==> src/rtl/seg_scan_ctrl.sv <==
// Multiplexed seven-segment scan controller.
// Double-buffered value commits at frame boundaries; PWM brightness, blink, LZ suppress.
module seg_scan_ctrl #(
    parameter int DIGITS         = 8,
    parameter int CLK_DIV        = 16,
    parameter int BLINK_FRAMES   = 64,
    parameter int SEG_ACTIVE_LOW = 1,
    parameter int SEL_ACTIVE_LOW = 0
) (
    input  logic                  clk,
    input  logic                  rst,
    input  logic                  load,
    input  logic [4*DIGITS-1:0]   data,
    input  logic [DIGITS-1:0]     dp_in,
    input  logic [DIGITS-1:0]     blank_in,
    input  logic [DIGITS-1:0]     blink_mask,
    input  logic                  lz_suppress,
    input  logic [3:0]            bright,
    output logic [7:0]            seg_out,
    output logic [DIGITS-1:0]     sel_out,
    output logic                  pending,
    output logic                  frame_done
);

    localparam int PW = $clog2(CLK_DIV);
    localparam int IW = (DIGITS > 1) ? $clog2(DIGITS) : 1;
    localparam int FW = (BLINK_FRAMES > 1) ? $clog2(BLINK_FRAMES) : 1;

    localparam logic [7:0] SEG_OFF =
        (SEG_ACTIVE_LOW != 0) ? 8'hFF : 8'h00;
    localparam logic [DIGITS-1:0] SEL_OFF =
        (SEL_ACTIVE_LOW != 0) ? {DIGITS{1'b1}} : {DIGITS{1'b0}};

    logic [PW-1:0]         pcnt_q, pcnt_d;
    logic [IW-1:0]         idx_q, idx_d;
    logic [FW-1:0]         fcnt_q, fcnt_d;
    logic                  blink_q, blink_d;
    logic [4*DIGITS-1:0]   pend_data_q, pend_data_d;
    logic [DIGITS-1:0]     pend_dp_q, pend_dp_d;
    logic [4*DIGITS-1:0]   act_data_q, act_data_d;
    logic [DIGITS-1:0]     act_dp_q, act_dp_d;
    logic                  pending_q, pending_d;
    logic                  fdone_q, fdone_d;
    logic [7:0]            seg_q, seg_d;
    logic [DIGITS-1:0]     sel_q, sel_d;

    logic                  last_slot;
    logic                  frame_end;
    logic [3:0]            cur_nib;
    logic                  cur_dp;
    logic [DIGITS-1:0]     lz_zero;
    logic                  zrun;
    logic                  dark;
    logic [7:0]            seg_lit;
    logic [31:0]           on_len;
    logic [31:0]           on_max;
    logic [31:0]           pcnt_w;
    logic                  sel_on;
    logic [DIGITS-1:0]     onehot;

    // Hex digit to segment pattern, active-low form, dp bit unlit.
    function automatic logic [7:0] enc(input logic [3:0] n);
        logic [7:0] r;
        case (n)
            4'h0: r = 8'hC0;
            4'h1: r = 8'hF9;
            4'h2: r = 8'hA4;
            4'h3: r = 8'hB0;
            4'h4: r = 8'h99;
            4'h5: r = 8'h92;
            4'h6: r = 8'h82;
            4'h7: r = 8'hF8;
            4'h8: r = 8'h80;
            4'h9: r = 8'h90;
            4'hA: r = 8'h88;
            4'hB: r = 8'h83;
            4'hC: r = 8'hC6;
            4'hD: r = 8'hA1;
            4'hE: r = 8'h86;
            default: r = 8'h8E;
        endcase
        return r;
    endfunction

    assign last_slot = (pcnt_q == PW'(CLK_DIV - 1));
    assign frame_end = last_slot && (idx_q == IW'(DIGITS - 1));
    assign cur_nib   = act_data_q[{idx_q, 2'b00} +: 4];
    assign cur_dp    = act_dp_q[idx_q];

    // lz_zero[i]: every digit from i upward is a plain zero with no dp.
    always_comb begin
        zrun    = 1'b1;
        lz_zero = '0;
        for (int i = DIGITS - 1; i >= 0; i--) begin
            zrun = zrun && (act_data_q[4*i +: 4] == 4'h0) && !act_dp_q[i];
            lz_zero[i] = zrun;
        end
    end

    // Decide what the current slot drives: darkness, pattern and PWM window.
    always_comb begin
        dark = blank_in[idx_q]
            || (blink_mask[idx_q] && blink_q)
            || (lz_suppress && (idx_q != '0) && lz_zero[idx_q]);
        seg_lit = enc(cur_nib) & {~cur_dp, 7'h7F};
        if (dark) begin
            seg_d = SEG_OFF;
        end else if (SEG_ACTIVE_LOW != 0) begin
            seg_d = seg_lit;
        end else begin
            seg_d = ~seg_lit;
        end
        on_len = ((32'(bright) + 32'd1) * 32'(CLK_DIV)) >> 4;
        on_max = (on_len > 32'(CLK_DIV - 1)) ? 32'(CLK_DIV - 1) : on_len;
        pcnt_w = 32'(pcnt_q);
        sel_on = !dark && (pcnt_w >= 32'd1) && (pcnt_w <= on_max);
        onehot = DIGITS'(1) << idx_q;
        if (!sel_on) begin
            sel_d = SEL_OFF;
        end else if (SEL_ACTIVE_LOW != 0) begin
            sel_d = ~onehot;
        end else begin
            sel_d = onehot;
        end
    end

    // Next-state for scan counters, blink phase and the two buffers.
    always_comb begin
        pcnt_d      = last_slot ? '0 : pcnt_q + PW'(1);
        idx_d       = idx_q;
        fcnt_d      = fcnt_q;
        blink_d     = blink_q;
        act_data_d  = act_data_q;
        act_dp_d    = act_dp_q;
        pend_data_d = pend_data_q;
        pend_dp_d   = pend_dp_q;
        if (last_slot) begin
            idx_d = frame_end ? '0 : idx_q + IW'(1);
        end
        if (frame_end) begin
            if (fcnt_q == FW'(BLINK_FRAMES - 1)) begin
                fcnt_d  = '0;
                blink_d = ~blink_q;
            end else begin
                fcnt_d = fcnt_q + FW'(1);
            end
            if (pending_q) begin
                act_data_d = pend_data_q;
                act_dp_d   = pend_dp_q;
            end
        end
        if (load) begin
            pend_data_d = data;
            pend_dp_d   = dp_in;
        end
        pending_d = load || (pending_q && !frame_end);
        fdone_d   = frame_end;
    end

    // State and registered outputs.
    always_ff @(posedge clk) begin
        if (rst) begin
            pcnt_q      <= '0;
            idx_q       <= '0;
            fcnt_q      <= '0;
            blink_q     <= 1'b0;
            pend_data_q <= '0;
            pend_dp_q   <= '0;
            act_data_q  <= '0;
            act_dp_q    <= '0;
            pending_q   <= 1'b0;
            fdone_q     <= 1'b0;
            seg_q       <= SEG_OFF;
            sel_q       <= SEL_OFF;
        end else begin
            pcnt_q      <= pcnt_d;
            idx_q       <= idx_d;
            fcnt_q      <= fcnt_d;
            blink_q     <= blink_d;
            pend_data_q <= pend_data_d;
            pend_dp_q   <= pend_dp_d;
            act_data_q  <= act_data_d;
            act_dp_q    <= act_dp_d;
            pending_q   <= pending_d;
            fdone_q     <= fdone_d;
            seg_q       <= seg_d;
            sel_q       <= sel_d;
        end
    end

    assign seg_out    = seg_q;
    assign sel_out    = sel_q;
    assign pending    = pending_q;
    assign frame_done = fdone_q;

endmodule

==> config.mk <==
export PLATFORM = sky130hd
export DESIGN_NAME = seg_scan_ctrl
export DESIGN_NICKNAME = d
export VERILOG_FILES = /design/src/rtl/seg_scan_ctrl.sv
export SDC_FILE = /design/constraint.sdc
export NUM_CORES = 1
export LEC_CHECK = 0
export CAP_MARGIN = 25
export CORE_ASPECT_RATIO = 0.5
export CORE_MARGIN = 4
export CORE_UTILIZATION = 45
export DETAILED_ROUTE_END_ITERATION = 7
export DONT_BUFFER_PORTS = 1
export REMOVE_ABC_BUFFERS = 1
export SLEW_MARGIN = 20
export SYNTH_ARGS = -nofsm -noshare
export SYNTH_HDL_FRONTEND = slang
export SYNTH_SLANG_ARGS = --single-unit
==> constraint.sdc <==
create_clock -name clk -period 4.5 [get_ports clk]
set_input_delay 0.45 -clock clk [delete_from_list [all_inputs] [get_ports clk]]
set_output_delay 0.45 -clock clk [all_outputs]
set_load 0.01 [all_outputs]
==> results of run 1 <==
-- state kept, by name (all words and copies together) (netlist names) --
register / flops
idx_q: 3
act_data_q: 32
act_dp_q: 8
pend_data_q: 32
blink_q: 1
fcnt_q: 6
sel_out: 8
seg_out: 8
frame_done: 1
pcnt_q: 4
pending: 1
pend_dp_q: 8
-- per-layer routing --
layer / vias to the layer above / GRT usage [%] / wire [um]
met4: 0 / 3.48 / 78
met3: 8 / 5.73 / 712
met1: 1649 / 25.0 / 5630
met5: - / 0 / 0
met2: 70 / 23.7 / 4490
li1: 1835 / - / -
-- layout make-up --
class                      instances  area [um2]
fill                            1047        5580
multi-input combinational        381        2650
sequential                       112        2240
clock buffer                      10         239
tap                              145         181
clock inverter                     6        72.6
inverter                           9        33.8
timing repair buffer               2        15.0
-- worst max-delay path, delay by kind of cell (launching register included) --
kind | cells | cell delay [ns]
buf+inv | 1 | 0.18
mux | 3 | 1.38
flops | 1 | 0.87
compound gates | 1 | 0.19
fa+ha+maj | 1 | 0.28
simple gates | 1 | 0.10
-- cells in the final DEF, fill, tap and decap left out, drive strengths merged, types with 7 or more instances in the layout --
cell,Yosys,final
nand3,15,15
nor4,9,9
nand2,95,95
or4,7,7
inv,9,12
clkbuf,22,10
nor3,7,7
ha,21,21
mux2i,46,46
nor2,56,56
a21oi,49,49
mux4,14,14
dfxtp,112,112
-- where the power goes --
| part | switching, mW | internal, mW | leakage (nW) |
|---|---|---|---|
| sequential | 0.0191 | 1.02 | 0.913 |
| clock | 0.374 | 0.455 | 0.155 |
| combinational | 0.0298 | 0.0404 | 1.08 |
| total | 0.423 | 1.51 | 2.15 |
-- stage by stage --
stage / instance area (um2) / cells / total power, mW / setup WS (ns) / utilization, %
2_1_floorplan: 4930 / 502 / 1.12 / 1.79 / -
3_3_place_gp: 5120 / 649 / 1.13 / 1.45 / 46.5
3_5_place_dp: 5120 / 649 / 1.13 / 1.37 / 46.5
4_1_cts: 5440 / 665 / 1.96 / 1.32 / 49.4
5_1_grt: 5440 / 665 / 2.02 / 1.05 / 49.4
6_report: 5440 / 665 / 1.94 / 1.35 / 49.4
-- cell families after synthesis --
group | after synthesis | share of synthesized area [%]
simple gates | 217 | 19.5
flops | 112 | 44.0
compound gates | 70 | 8.43
mux | 65 | 17.6
buf+inv | 43 | 3.91
fa+ha+maj | 21 | 5.16
xor+xnor | 8 | 1.38
-- worst max path at each step --
| stage | startpoint | endpoint |
|---|---|---|
| 6_report | idx_q[0]$_SDFFE_PP0P_ | seg_out[6]$_SDFF_PP1_ |
| 5_1_grt | idx_q[0]$_SDFFE_PP0P_ | seg_out[6]$_SDFF_PP1_ |
| 3_3_place_gp | idx_q[0]$_SDFFE_PP0P_ | seg_out[6]$_SDFF_PP1_ |
| 3_5_place_dp | idx_q[0]$_SDFFE_PP0P_ | seg_out[6]$_SDFF_PP1_ |
| 2_1_floorplan | idx_q[0]$_SDFFE_PP0P_ | seg_out[6]$_SDFF_PP1_ |
| 4_1_cts | idx_q[0]$_SDFFE_PP0P_ | seg_out[6]$_SDFF_PP1_ |
==> impl_metrics.env, run 1 <==
export IMPL_synth_most_common_cell="dfxtp_1"
export IMPL_clkSlewWorstSetupHoldPaths_ns=0.07
export IMPL_r2r_end="seg_out[6]$_SDFF_PP1_"
export IMPL_maxSlewHeadroom_pct=41.3
export IMPL_slowest_delay_ns=0.87
export IMPL_min_from="rst"
export IMPL_core_area_um2=11000
export IMPL_p_leak_nw=2.15
export IMPL_power_density_nw_per_um2=356
export IMPL_synth_edf_count=0
export IMPL_ant_nets=0
export IMPL_rsz0062_at_grt="no"
export IMPL_mappedNetlistArea_um2=5090
export IMPL_synthArstFlopShare_pct=0
export IMPL_wl_per_cell_um=16.4
export IMPL_maxCapViolations=0
export IMPL_hold_viol=0
export IMPL_whs_endpoint="pcnt_q[2]$_SDFF_PP0_"
export IMPL_grt_pass1_vias=3457
export IMPL_cts_root_buf="clkbuf_16"
export IMPL_criticalPathCategory="reg2reg"
export IMPL_syn_to_final_growth_pct=6.73
export IMPL_drive_above_1_share_pct=6.92
export IMPL_tritoncts="built"
export IMPL_start_kind="flip-flop"
export IMPL_ys_seq_area_share_pct=44.0
export IMPL_gp_congestion=0.798
export IMPL_path_cells="mux4_1 -> mux2i_1 -> inv_1 -> ha_1 -> mux2_2 -> a22oi_1 -> nand3_1"
export IMPL_vias_per_cell=5.36
export IMPL_fin_nets=600
export IMPL_ys_warn_count=0
export IMPL_rows=27
export IMPL_ys_types=53
export IMPL_min_period_ns=3.15
export IMPL_synth_seq_cells=112
export IMPL_cp_data_arrival_time_ns=3.36
export IMPL_slowest_stage="dfxtp_1"
export IMPL_status="finished clean"
export IMPL_final_period_utilization_pct=69.9
export IMPL_final_max_slew_viol_count=0
export IMPL_cts_buffers=9
export IMPL_cp_end_kind="flip-flop"
export IMPL_fin_skew_ns=0.00857
export IMPL_grt_max_degree=96
export IMPL_hold_depth=1
export IMPL_firstDrtPassIters=4
export IMPL_hold_class="in2reg"
export IMPL_dr_total_vias=3562
export IMPL_post_cts_resized=0
export IMPL_antenna_found_initial=0
export IMPL_yosysTopAreaCellShare_pct=44.0
export IMPL_max_freq_mhz=318
export IMPL_clk_path_buf_depth=2
export IMPL_r2r_slack_ns=1.35
export IMPL_drc=0
export IMPL_tightestPinTransition_ns=0.879
export IMPL_die_area_um2=13200
export IMPL_wirelength_um=10900
export IMPL_ios=82
export IMPL_clk_latency_ns=0.35
export IMPL_timing_hold_ws_ns=0.176
export IMPL_drtIter0Drc=210
export IMPL_cp_required_ns=4.72
export IMPL_netlist_instances=536
export IMPL_synthTopCellsByArea="dfxtp_1 44%, mux2i_1 8.6%, nand2_1 6.9%"
export IMPL_setup_violations=0
export IMPL_grt_usage_pct=16.9
export IMPL_synth_largest_area_cell="dfxtp_1"
export IMPL_grt_pass1_wl_um=18100
export IMPL_dp_hpwl_um=7800
export IMPL_portBuffers=0
export IMPL_syn_area_per_cell_um2=9.50
export IMPL_cp_max_fo=19
export IMPL_reg2reg_from="idx_q[0]$_SDFFE_PP0P_"
export IMPL_initial_core_util_pct=46.2
export IMPL_grt_overflow_total=0
export IMPL_htree_levels=3
export IMPL_fin_setup_tns_ns=0
export IMPL_synth_ff_type="dfxtp_1"
export IMPL_cts_sinks=112
export IMPL_ys_top_cells_by_count="112 x dfxtp_1, 94 x nand2_1, 56 x nor2_1"
export IMPL_die_y_um=83.2
export IMPL_cts_hold_buf=0
export IMPL_die_w_um=158
export IMPL_r2r_cells=7
export IMPL_post_cts_buffers=0
export IMPL_peakVddDrop_mv=0.164
export IMPL_n_antenna_cell=0
Note: power is estimated with default switching activity, not from simulation.
==> run 2, diff against run 1 <==
==> constraint.sdc (replaced) <==
create_clock -name clk -period 2.7 [get_ports clk]
set_input_delay 0.27 -clock clk [delete_from_list [all_inputs] [get_ports clk]]
set_output_delay 0.27 -clock clk [all_outputs]
set_load 0.01 [all_outputs]
==> run 2 against run 1 <==
Net effect: non-clock buffer count up 13; setup slack got worse by 1.2 ns; sequential cell count did not move; hold slack worse by 0.13 ns; routed wire length increased by 4.4%; fmax up 25%; die area stayed put; critical path type unchanged.
==> impl_metrics.env, run 2 (same netlist as run 1, synthesis figures left out) <==
export IMPL_initial_core_util_pct=46.2
export IMPL_antenna_found_initial=0
export IMPL_rsz0062_at_grt="no"
export IMPL_status="finished clean"
export IMPL_cts_root_buf="clkbuf_16"
export IMPL_clk_latency_ns=0.36
export IMPL_die_y_um=83.2
export IMPL_portBuffers=0
export IMPL_die_w_um=158
export IMPL_tightestPinTransition_ns=0.784
export IMPL_layout_commonest_cell="dfxtp_1"
export IMPL_core_area_um2=11000
export IMPL_syn_to_final_growth_pct=9.21
export IMPL_r2r_slack_ns=0.19
export IMPL_grt_usage_pct=17.8
export IMPL_final_max_slew_viol_count=0
export IMPL_detailed_place_area_um2=5230
export IMPL_p_leak_nw=2.21
export IMPL_fin_skew_ns=0.00647
export IMPL_clkSlewWorstSetupHoldPaths_ns=0.08
export IMPL_rows=27
export IMPL_final_cell_mix="112 x dfxtp_1, 94 x nand2_1, 56 x nor2_1, 49 x a21oi_1, 44 x mux2i_1"
export IMPL_r2r_end="seg_out[6]$_SDFF_PP1_"
export IMPL_grt_pass1_wl_um=18700
export IMPL_cp_data_arrival_time_ns=2.74
export IMPL_vias_per_cell=5.45
export IMPL_power_density_nw_per_um2=572
export IMPL_fin_setup_tns_ns=0
export IMPL_hold_viol=0
export IMPL_fin_area_um2=5560
export IMPL_drive_above_1_share_pct=8.82
export IMPL_tritoncts="built"
export IMPL_setup_violations=0
export IMPL_peakVddDrop_mv=0.314
export IMPL_reg2reg_from="idx_q[0]$_SDFFE_PP0P_"
export IMPL_max_freq_mhz=399
export IMPL_gp_congestion=0.824
export IMPL_maxSlewHeadroom_pct=47.5
export IMPL_wl_per_cell_um=16.8
export IMPL_cp_required_ns=2.94
export IMPL_htree_levels=3
export IMPL_dp_cells=660
export IMPL_final_cells=679
export IMPL_ios=82
export IMPL_hold_depth=2
export IMPL_cp_end_kind="flip-flop"
export IMPL_die_area_um2=13200
export IMPL_firstDrtPassIters=4
export IMPL_wirelength_um=11400
export IMPL_fin_nets=613
export IMPL_dr_total_vias=3702
export IMPL_clk_path_buf_depth=2
export IMPL_ant_nets=0
export IMPL_grt_pass1_vias=3470
export IMPL_min_from="load"
export IMPL_power_mw=3.18
export IMPL_drc=0
export IMPL_grt_overflow_total=0
export IMPL_post_cts_buffers=0
export IMPL_cp_max_fo=14
export IMPL_cts_buffers=9
export IMPL_start_kind="flip-flop"
export IMPL_cts_sinks=112
export IMPL_final_util_pct=50.5
export IMPL_min_period_ns=2.51
export IMPL_final_period_utilization_pct=92.9
export IMPL_drtIter0Drc=200
export IMPL_top_regs="act_data_q (32), pend_data_q (32)"
export IMPL_grt_max_degree=80
export IMPL_maxCapViolations=0
export IMPL_criticalPathCategory="reg2reg"
export IMPL_hold_class="in2reg"
export IMPL_dp_hpwl_um=8070
export IMPL_whs_endpoint="pending$_SDFF_PP0_"
export IMPL_r2r_cells=8
## run 2: metal layers
| layer | wire (um) | vias to the layer above | GRT usage (%) |
|---|---|---|---|
| li1 | - | 1871 | - |
| met1 | 5780 | 1755 | 25.8 |
| met2 | 4870 | 67 | 25.8 |
| met3 | 661 | 9 | 6.40 |
| met4 | 85 | 0 | 3.02 |
| met5 | 0 | - | 0 |
## run 2: layout make-up
| class | count | area (um2) |
|---|---|---|
| well taps | 145 | 181 |
| repair buffers | 15 | 160 |
| fillers | 1040 | 5450 |
| clock buffers | 10 | 229 |
| multi-input cells | 381 | 2650 |
| clock inverters | 6 | 61.3 |
| inverters | 9 | 33.8 |
| flip-flops and latches | 112 | 2240 |
| diodes | 1 | 2.50 |
## run 2: worst max-delay path by stage
stage | from | to | cells past startpoint
floorplan | idx_q[0]$_SDFFE_PP0P_ | seg_out[6]$_SDFF_PP1_ | 7
global placement | idx_q[0]$_SDFFE_PP0P_ | seg_out[6]$_SDFF_PP1_ | 8
detailed placement | idx_q[0]$_SDFFE_PP0P_ | seg_out[4]$_SDFF_PP1_ | 8
CTS | idx_q[0]$_SDFFE_PP0P_ | seg_out[6]$_SDFF_PP1_ | 8
global route | idx_q[0]$_SDFFE_PP0P_ | seg_out[6]$_SDFF_PP1_ | 8
finish | idx_q[0]$_SDFFE_PP0P_ | seg_out[6]$_SDFF_PP1_ | 8
## run 2: what timing repair did
item                                   CTS  global route
endpoints found under the hold margin   79             0
resized for setup                        0             0
hold buffers                             2             0
## run 2: power by group
group,internal [mW],total (mW),switching [mW]
Combinational,0.0729,0.146,0.0733
Clock,0.652,1.31,0.654
Sequential,1.70,1.73,0.0322
## run 2: metrics by stage
step / hold slack [ns] / setup slack (ns)
6_report: 0.0422 / 0.192
5_1_grt: 0.0407 / 0.0438
4_1_cts: 0.0315 / 0.185
3_5_place_dp: 0.353 / 0.196
3_3_place_gp: 0.354 / 0.237
2_1_floorplan: 0.339 / -0.0128
## run 2: critical path, cell delays in order (launching register included)
cell and delay (ns):
dfxtp_1 0.53, buf_12 0.20, mux4_2 0.52, mux2i_4 0.28
inv_2 0.09, ha_1 0.23, mux2_2 0.27, a22oi_1 0.18
nand3_1 0.09
==> run 3, diff against run 2 <==
--- a/config.mk
+++ b/config.mk
@@ -8,11 +8,10 @@
 export CAP_MARGIN = 25
 export CORE_ASPECT_RATIO = 0.5
 export CORE_MARGIN = 4
-export CORE_UTILIZATION = 45
+export CORE_UTILIZATION = 47
 export DETAILED_ROUTE_END_ITERATION = 7
 export DONT_BUFFER_PORTS = 1
 export REMOVE_ABC_BUFFERS = 1
-export SLEW_MARGIN = 20
 export SYNTH_ARGS = -nofsm -noshare
 export SYNTH_HDL_FRONTEND = slang
 export SYNTH_SLANG_ARGS = --single-unit
==> run 3 against run 2 <==
Net effect: sequential cell count did not move; clock-buffer cell count increased by 1; sequential share of layout area hardly changed; register-to-register slack improved by 0.12 ns; via count is 2.1% lower; largest cell class unchanged; combinational power about the same; fmax up 5.2%; die area decreased by 3.9%; final cell count decreased by 0.59%; critical endpoint unchanged.
==> impl_metrics.env, run 3 (same netlist as run 1, synthesis figures left out) <==
export IMPL_ios=82
export IMPL_grt_usage_pct=17.9
export IMPL_final_period_utilization_pct=88.3
export IMPL_min_from="rst"
export IMPL_layout_commonest_cell="dfxtp_1"
export IMPL_die_y_um=81.6
export IMPL_dr_total_vias=3623
export IMPL_fin_nets=614
export IMPL_drive_above_1_share_pct=9.18
export IMPL_peakVddDrop_mv=0.307
export IMPL_grt_overflow_total=0
export IMPL_htree_levels=3
export IMPL_cp_end_kind="flip-flop"
export IMPL_max_freq_mhz=419
export IMPL_rows=26
export IMPL_setup_violations=0
export IMPL_core_area_um2=10400
export IMPL_dp_hpwl_um=7670
export IMPL_post_place_ws_ns=0.228
export IMPL_p_leak_nw=2.22
export IMPL_initial_core_util_pct=49.1
export IMPL_post_cts_buffers=0
export IMPL_cts_sinks=112
export IMPL_cts_root_buf="clkbuf_16"
export IMPL_whs_endpoint="pcnt_q[0]$_SDFF_PP0_"
export IMPL_firstDrtPassIters=4
export IMPL_r2r_cells=8
export IMPL_tightestPinTransition_ns=0.824
export IMPL_drc=0
export IMPL_clk_path_buf_depth=2
export IMPL_vias_per_cell=5.37
export IMPL_hold_depth=1
export IMPL_final_cell_mix="111 x dfxtp_1, 94 x nand2_1, 56 x nor2_1, 49 x a21oi_1, 44 x mux2i_1"
export IMPL_syn_to_final_growth_pct=9.24
export IMPL_status="finished clean"
export IMPL_drtIter0Drc=262
export IMPL_start_kind="flip-flop"
export IMPL_maxSlewHeadroom_pct=44.9
export IMPL_r2r_slack_ns=0.32
export IMPL_min_period_ns=2.38
export IMPL_rsz0062_at_grt="no"
export IMPL_ant_nets=0
export IMPL_reg2reg_from="idx_q[1]$_SDFFE_PP0P_"
export IMPL_power_density_nw_per_um2=573
export IMPL_cp_required_ns=2.92
export IMPL_top_regs="act_data_q (32), pend_data_q (32)"
export IMPL_criticalPathCategory="reg2reg"
export IMPL_timing_hold_ws_ns=0.0182
export IMPL_die_area_um2=12700
export IMPL_cts_buffers=9
export IMPL_portBuffers=0
export IMPL_grt_pass1_wl_um=18000
export IMPL_tritoncts="built"
export IMPL_r2r_end="seg_out[6]$_SDFF_PP1_"
export IMPL_grt_pass1_vias=3414
export IMPL_setup_ws_ns=0.315
export IMPL_clk_latency_ns=0.34
export IMPL_gp_congestion=0.853
export IMPL_grt_max_degree=67
export IMPL_cp_data_arrival_time_ns=2.60
export IMPL_final_max_slew_viol_count=0
export IMPL_hold_viol=0
export IMPL_maxCapViolations=0
export IMPL_cp_max_fo=8
export IMPL_antenna_found_initial=1
export IMPL_clkSlewWorstSetupHoldPaths_ns=0.07
export IMPL_wirelength_um=11100
export IMPL_fin_skew_ns=0.00998
export IMPL_hold_class="in2reg"
export IMPL_wl_per_cell_um=16.5
export IMPL_nFillCells=961
export IMPL_die_w_um=155
[run 3: stage by stage]
stage                     setup TNS, ns  utilization [%]  instance area (um2)  power, mW  cells
after floorplan                 -0.0128                -                 4930       1.86    502
final                                 0             53.6                 5560       3.19    675
after CTS                             0             53.6                 5560       3.22    674
after detailed placement              0             50.2                 5210       1.89    655
after global placement                0             50.2                 5210       1.88    655
after global routing                  0             53.6                 5560       3.31    675
[run 3: area by class of cell]
type,instances,area (um2),area share (%)
timing repair buffer,16,158,2.83
clock inverter,5,46.3,0.832
sequential,112,2240,40.3
clock buffer,11,253,4.54
antenna,1,2.50,0.0450
inverter,9,33.8,0.607
multi-input combinational,381,2650,47.7
tap,140,175,3.15
[run 3: worst max path at each step]
stage	start	to	slack, ns	cells after the start
4_1_cts	idx_q[0]$_SDFFE_PP0P_	seg_out[3]$_SDFF_PP1_	0.20	8
3_3_place_gp	idx_q[0]$_SDFFE_PP0P_	seg_out[4]$_SDFF_PP1_	0.29	7
6_report	idx_q[1]$_SDFFE_PP0P_	seg_out[6]$_SDFF_PP1_	0.32	8
2_1_floorplan	idx_q[0]$_SDFFE_PP0P_	seg_out[6]$_SDFF_PP1_	-0.01	7
5_1_grt	idx_q[1]$_SDFFE_PP0P_	seg_out[6]$_SDFF_PP1_	0.14	8
3_5_place_dp	idx_q[0]$_SDFFE_PP0P_	seg_out[3]$_SDFF_PP1_	0.23	8
[run 3: metal layers]
metal | GRT usage, % | part of all wire (%)
met5 | 0 | 0
met4 | 3.14 | 0.66
met3 | 4.84 | 7.0
met2 | 26.9 | 42
met1 | 26.1 | 50
[run 3: where the power goes]
| part | internal, mW | switching [mW] |
|---|---|---|
| Sequential | 1.70 | 0.0327 |
| Clock | 0.692 | 0.614 |
| Combinational | 0.0740 | 0.0748 |
| Total | 2.46 | 0.722 |
[run 3: timing repair]
item,4_1_cts,5_1_grt
setup endpoints to repair,0,1
endpoints found under the hold margin,66,0
hold buffers,3,0
resized for setup,0,1
[run 3: worst max-delay path: stages, from the launching register on]
cell     delay, ns
dfxtp_1       0.55
buf_4         0.24
mux4_1        0.34
mux2i_4       0.28
inv_2         0.08
ha_1          0.23
mux2_2        0.27
a22oi_1       0.18
nand3_1       0.09
